## src/rtl/hazard_ctrl_mp.sv

```systemverilog
// Hazard controller for the 5-stage core: forwarding, load-use stall, memory-wait freeze and redirect flush.
// Define HAZ_PERF_CNT_EN to build the saturating perf counters; otherwise they are tied to zero.
module hazard_ctrl_mp #(
  parameter int REG_AW    = 4,
  parameter int NRD       = 3,
  parameter int FLUSH_CYC = 1,
  parameter int MEM_TO    = 64,
  parameter int CNT_W     = 16
) (
  input  logic                    clk,
  input  logic                    reset_n,
  input  logic [NRD*REG_AW-1:0]   ra_d,
  input  logic [NRD-1:0]          ra_d_valid,
  input  logic [NRD*REG_AW-1:0]   ra_e,
  input  logic [NRD-1:0]          ra_e_valid,
  input  logic [REG_AW-1:0]       wa_e,
  input  logic                    wa_e_valid,
  input  logic [REG_AW-1:0]       wa_m,
  input  logic                    wa_m_valid,
  input  logic [REG_AW-1:0]       wa_w,
  input  logic                    wa_w_valid,
  input  logic                    regwrite_e,
  input  logic                    regwrite_m,
  input  logic                    regwrite_w,
  input  logic                    memtoreg_e,
  input  logic                    memtoreg_m,
  input  logic                    mem_ready,
  input  logic                    br_taken_e,
  input  logic                    br_pred_e,
  input  logic                    pcwr_taken_e,
  output logic [2*NRD-1:0]        forward_e,
  output logic                    stall_f,
  output logic                    stall_d,
  output logic                    stall_e,
  output logic                    stall_m,
  output logic                    flush_d,
  output logic                    flush_e,
  output logic                    flush_w,
  output logic                    mem_err,
  output logic [CNT_W-1:0]        cnt_ldstall,
  output logic [CNT_W-1:0]        cnt_memwait,
  output logic [CNT_W-1:0]        cnt_flush
);

  localparam int WAIT_W = $clog2(MEM_TO + 1);
  localparam logic [WAIT_W-1:0] WAIT_MAX = WAIT_W'(MEM_TO);
  localparam logic [3:0] FCNT_RELOAD = 4'(FLUSH_CYC - 1);

  typedef enum logic [1:0] {RUN, MEMWAIT, REDIR} state_t;

  state_t             state, state_nx;
  logic [3:0]         fcnt, fcnt_nx;
  logic [WAIT_W-1:0]  wait_cnt, wait_nx;
  logic [2*NRD-1:0]   fwd;
  logic [NRD-1:0]     ld_match;
  logic               ldhit, memwait, redirect;
  logic               ld_stall, redir_evt, flush_d_c;

  always_comb begin
    fwd      = '0;
    ld_match = '0;
    for (int i = 0; i < NRD; i++) begin
      if (ra_e_valid[i] && wa_m_valid && regwrite_m && (ra_e[i*REG_AW +: REG_AW] == wa_m))
        fwd[2*i +: 2] = 2'b10;
      else if (ra_e_valid[i] && wa_w_valid && regwrite_w && (ra_e[i*REG_AW +: REG_AW] == wa_w))
        fwd[2*i +: 2] = 2'b01;
      ld_match[i] = ra_d_valid[i] && (ra_d[i*REG_AW +: REG_AW] == wa_e);
    end
  end

  assign ldhit    = memtoreg_e & regwrite_e & wa_e_valid & (|ld_match);
  assign memwait  = memtoreg_m & ~mem_ready;
  assign redirect = (br_taken_e ^ br_pred_e) | pcwr_taken_e;

  // A pending memory access freezes everything; the cycle mem_ready arrives behaves as RUN.
  always_comb begin
    state_nx  = state;
    fcnt_nx   = fcnt;
    ld_stall  = 1'b0;
    redir_evt = 1'b0;
    flush_d_c = 1'b0;
    if (memwait) begin
      state_nx = MEMWAIT;
      fcnt_nx  = '0;
    end else begin
      case (state)
        RUN, MEMWAIT: begin
          state_nx = RUN;
          if (redirect) begin
            redir_evt = 1'b1;
            flush_d_c = 1'b1;
            if (FLUSH_CYC > 1) begin
              fcnt_nx  = FCNT_RELOAD;
              state_nx = REDIR;
            end
          end else if (ldhit) begin
            ld_stall = 1'b1;
          end
        end
        REDIR: begin
          flush_d_c = 1'b1;
          if (redirect) begin
            redir_evt = 1'b1;
            fcnt_nx   = FCNT_RELOAD;
          end else if (fcnt <= 4'd1) begin
            fcnt_nx  = '0;
            state_nx = RUN;
          end else begin
            fcnt_nx = fcnt - 4'd1;
          end
        end
        default: begin
          state_nx = RUN;
          fcnt_nx  = '0;
        end
      endcase
    end
  end

  always_comb begin
    wait_nx = '0;
    if (memwait)
      wait_nx = (wait_cnt == WAIT_MAX) ? wait_cnt : wait_cnt + 1'b1;
  end

  always_ff @(posedge clk or negedge reset_n) begin
    if (!reset_n) begin
      state    <= RUN;
      fcnt     <= '0;
      wait_cnt <= '0;
      mem_err  <= 1'b0;
    end else begin
      state    <= state_nx;
      fcnt     <= fcnt_nx;
      wait_cnt <= wait_nx;
      if (memwait && (wait_nx == WAIT_MAX))
        mem_err <= 1'b1;
    end
  end

  // Everything combinational is held quiet while reset is asserted.
  assign forward_e = reset_n ? fwd : '0;
  assign stall_f   = reset_n & (memwait | ld_stall);
  assign stall_d   = reset_n & (memwait | ld_stall);
  assign stall_e   = reset_n & memwait;
  assign stall_m   = reset_n & memwait;
  assign flush_d   = reset_n & flush_d_c;
  assign flush_e   = reset_n & (ld_stall | redir_evt);
  assign flush_w   = reset_n & memwait;

`ifdef HAZ_PERF_CNT_EN
  localparam logic [CNT_W-1:0] CNT_MAX = '1;

  always_ff @(posedge clk or negedge reset_n) begin
    if (!reset_n) begin
      cnt_ldstall <= '0;
      cnt_memwait <= '0;
      cnt_flush   <= '0;
    end else begin
      if (ld_stall && (cnt_ldstall != CNT_MAX))
        cnt_ldstall <= cnt_ldstall + 1'b1;
      if (memwait && (cnt_memwait != CNT_MAX))
        cnt_memwait <= cnt_memwait + 1'b1;
      if (redir_evt && (cnt_flush != CNT_MAX))
        cnt_flush <= cnt_flush + 1'b1;
    end
  end
`else
  assign cnt_ldstall = '0;
  assign cnt_memwait = '0;
  assign cnt_flush   = '0;
`endif

endmodule

```

## config.mk

```make
export PLATFORM = sky130hd
export DESIGN_NAME = hazard_ctrl_mp
export DESIGN_NICKNAME = d
export VERILOG_FILES = /design/src/rtl/hazard_ctrl_mp.sv
export SDC_FILE = /design/constraint.sdc
export NUM_CORES = 1
export LEC_CHECK = 0
export ABC_AREA = 1
export ABC_CLOCK_PERIOD_IN_PS = 1250
export BUFFER_PORTS_ARGS = -buffer_cell sky130_fd_sc_hd__clkbuf_2
export CAP_MARGIN = 10
export CORE_MARGIN = 2
export CORE_UTILIZATION = 36
export CTS_CLUSTER_DIAMETER = 40
export DETAILED_ROUTE_END_ITERATION = 16
export GPL_TIMING_DRIVEN = 0
export PLACE_DENSITY_LB_ADDON = 0.1
export SETUP_SLACK_MARGIN = 0.2
export SKIP_CTS_REPAIR_TIMING = 1
export SLEW_MARGIN = 20
export SYNTH_ARGS = -nofsm -noshare
export SYNTH_HDL_FRONTEND = slang
export SYNTH_SLANG_ARGS = --single-unit
export TNS_END_PERCENT = 50
```

## constraint.sdc

```tcl
create_clock -name clk -period 1.25 [get_ports clk]
set_input_delay 0.25 -clock clk [delete_from_list [all_inputs] [get_ports clk]]
set_output_delay 0.25 -clock clk [all_outputs]
set_load 0.005 [all_outputs]
```

==> impl_metrics.tcl <==
set metrics [dict create \
    clk_latency_ns 0.23 \
    grt_max_degree 16 \
    vias_per_cell 3.97 \
    leakagePower_nw 1.49 \
    fmaxAchievable_mhz 723 \
    hold_path.class "input pin to flip-flop" \
    synth_cells 233 \
    antenna_found_initial 0 \
    rsz0062_at_grt "true" \
    syn_area_um2 1460 \
    synth_common_cells "51 x buf_4, 43 x nand2_1, 34 x inv_1" \
    drive_gt1_share_pct 53.5 \
    synthFlopType "dfrtp_1" \
    hp-start "mem_ready" \
    fin_crit_sh_pct 111 \
    nNetsFinal 419 \
    cts-root-buf "clkbuf_8" \
    ys_warn_count 0 \
    pin_count 118 \
    r2r_start "wait_cnt[0]" \
    critPathCaptureType "output port" \
    synth.top_cell.area_share_pct 26.3 \
    cp-start-kind "input pin" \
    p_per_area_nw_per_um2 465 \
    cts_sinks 8 \
    p_comb_share_pct 52.0 \
    syn2layout_area_growth_pct 75.5 \
    drt_iter0_markers 36 \
    timing_hold_violations_final 0 \
    gp_congestion 0.745 \
    die_area_um2 4570 \
    via_count 1622 \
    async_flop_share_pct 100 \
    core_area_um2 3940 \
    fin_ws_ns -0.133 \
    internal_power_w 0.000813 \
    portBuffers 69 \
    clkTransAtPathRegs_ns 0.04 \
    crit-reg2reg-capture "mem_err" \
    dieHeight_um 67.6 \
    avgSynthCellArea_um2 6.25 \
    htree_levels 1 \
    dp_cells 399 \
    drv_cap 0 \
    min_to "wait_cnt[1]" \
    grt_pass1_vias 1399 \
    final.min_clock_period_ns 1.38 \
    synth-edff-count 0 \
    fin_cells 409 \
    finalSetupViolCount 9 \
    finClkSkew_ns 0.00283 \
    antenna_cells 0 \
    p_clk_share_pct 25.4 \
    holdPathStages 4 \
    worstPathRequired_ns 1.00 \
    power_frac_seq_pct 22.6 \
    crit_type "input pin to output port" \
    groute.usage.overall_pct 15.2 \
    power_switching_w 0.000376 \
    cts_tree "done" \
    drcViolationCount 0 \
    synth_most_common_cell "buf_4" \
    critPathMaxFanout 4 \
    vdd_drop_max_mv 0.220 \
    drv_slew 0 \
    dp_hpwl_mm 3.00 \
    rows 23 \
    routed_wl_mm 3.71 \
    synthTopCellsByArea "buf_4 26%, dfrtp_1 14%, nand2_1 11%" \
    power.share.switching_pct 31.6 \
    first_pass_iters 4 \
    dieWidth_um 67.6 \
    violations "negative setup slack" \
    whs_ns 0.327 \
    initial_core_util_pct 36.9 \
    synth.distinct_cells 22 \
    synth_top_area_cell "buf_4" \
    gr-total-overflow 0 \
    grt_pass1_wl_mm 5.50 \
    yosysSeqAreaShare_pct 13.7 \
    ant_nets 0 \
    arrival_ns 1.13 \
    fin_util_pct 64.8 \
    ff2ff_setup_slack_ns -0.09 \
    synth_seq_cells 8 \
    reg2reg_depth 11 \
    drt-wirelength-per-cell_um 9.08 \
    outcome "finished with violations" \
    numCtsBuffers 3 \
    clockBufferDepth 2 \
]
## per-layer routing
layer / track usage [%] / vias up / share of wire (%)
met1: 17.0 / 676 / 36
met2: 28.9 / 70 / 54
met5: 0 / - / 0
met4: 3.83 / 0 / 0.43
li1: - / 874 / -
met3: 2.83 / 2 / 9.0
## worst max path at each step
stage,endpoint,slack (ns),from
after floorplan,mem_err,0.04,wait_cnt[0]
after global placement,stall_f,-0.26,wa_e[1]
after detailed placement,stall_f,-0.27,wa_e[1]
after CTS,stall_f,-0.27,wa_e[1]
after global routing,stall_f,-0.20,wa_e[2]
final,stall_f,-0.13,wa_e[2]
## layout by cell type, fill, tap and decap left out, types with 2 or more instances in the layout
master,Yosys,final
inv_6,0,2
dfrtp_1,8,7
clkbuf_8,0,3
clkbuf_2,0,46
nor2_4,0,4
nand3_4,0,2
nor2_2,1,5
nand2_1,43,26
buf_2,0,4
xor2_1,9,7
o21ai_1,0,3
xnor2_1,16,13
nand3_1,20,11
nand4_1,5,5
nor3_2,0,2
buf_8,0,4
ha_4,0,2
nand3_2,1,8
inv_2,0,10
nor2_1,26,18
buf_6,0,14
buf_4,51,57
xnor2_2,0,3
o21ai_0,7,2
nand2_2,0,17
conb_1,1,48
inv_1,34,21
o21ai_2,0,2
## stage by stage
step	instance area, um^2	worst slack [ns]	TNS [ns]	power, W
after floorplan	1660	0.0402	0	0.000573
after global placement	2070	-0.255	-1.64	0.000734
after detailed placement	2070	-0.266	-1.66	0.000738
after CTS	2110	-0.266	-1.72	0.00105
after global routing	2560	-0.199	-1.21	0.00128
final	2560	-0.133	-0.487	0.00119
## cell type report
class                           count  area, um^2
Sequential cell                     8         201
Timing Repair Buffer               76         539
Buffer                             51         387
Clock buffer                        3        41.3
Multi-Input combinational cell    187        1170
Fill cell                         364        1390
Inverter                           34         150
Tap cell                           50        62.6
## state kept, by name (all words and copies together) (netlist names)
name / cells
wait_cnt: 7
mem_err: 1
## critical path, stage by stage
cell and delay (ns):
buf_6 0.11, nor2_4 0.09, nor2_2 0.03, nor2_1 0.12, nand3_1 0.11, nand3_2 0.09, nand3_2 0.08, nand2_2 0.07
buf_6 0.09, buf_6 0.08
## power by group through the flow
stage | clock network [W] | logic [W] | registers, W
after global placement | 0 | 0.000465 | 0.000269
after global routing | 0.000323 | 0.000685 | 0.000269
after floorplan | 0 | 0.000304 | 0.000269
after CTS | 0.000314 | 0.000469 | 0.000266
final | 0.000302 | 0.000619 | 0.000269
after detailed placement | 0 | 0.000469 | 0.000270
## kinds of logic after synthesis
logic type,after synthesis,share of synthesized area (%)
AND/OR/NAND/NOR,100,29.5
flip-flops,8,13.7
other,1,0.257
XOR/XNOR,25,15.0
AO/OA/AOI/OAI,12,4.73
buffers and inverters,85,35.1
adder cells (fa/ha/maj),2,1.72
No activity file was read; power rests on OpenSTA's default activity.
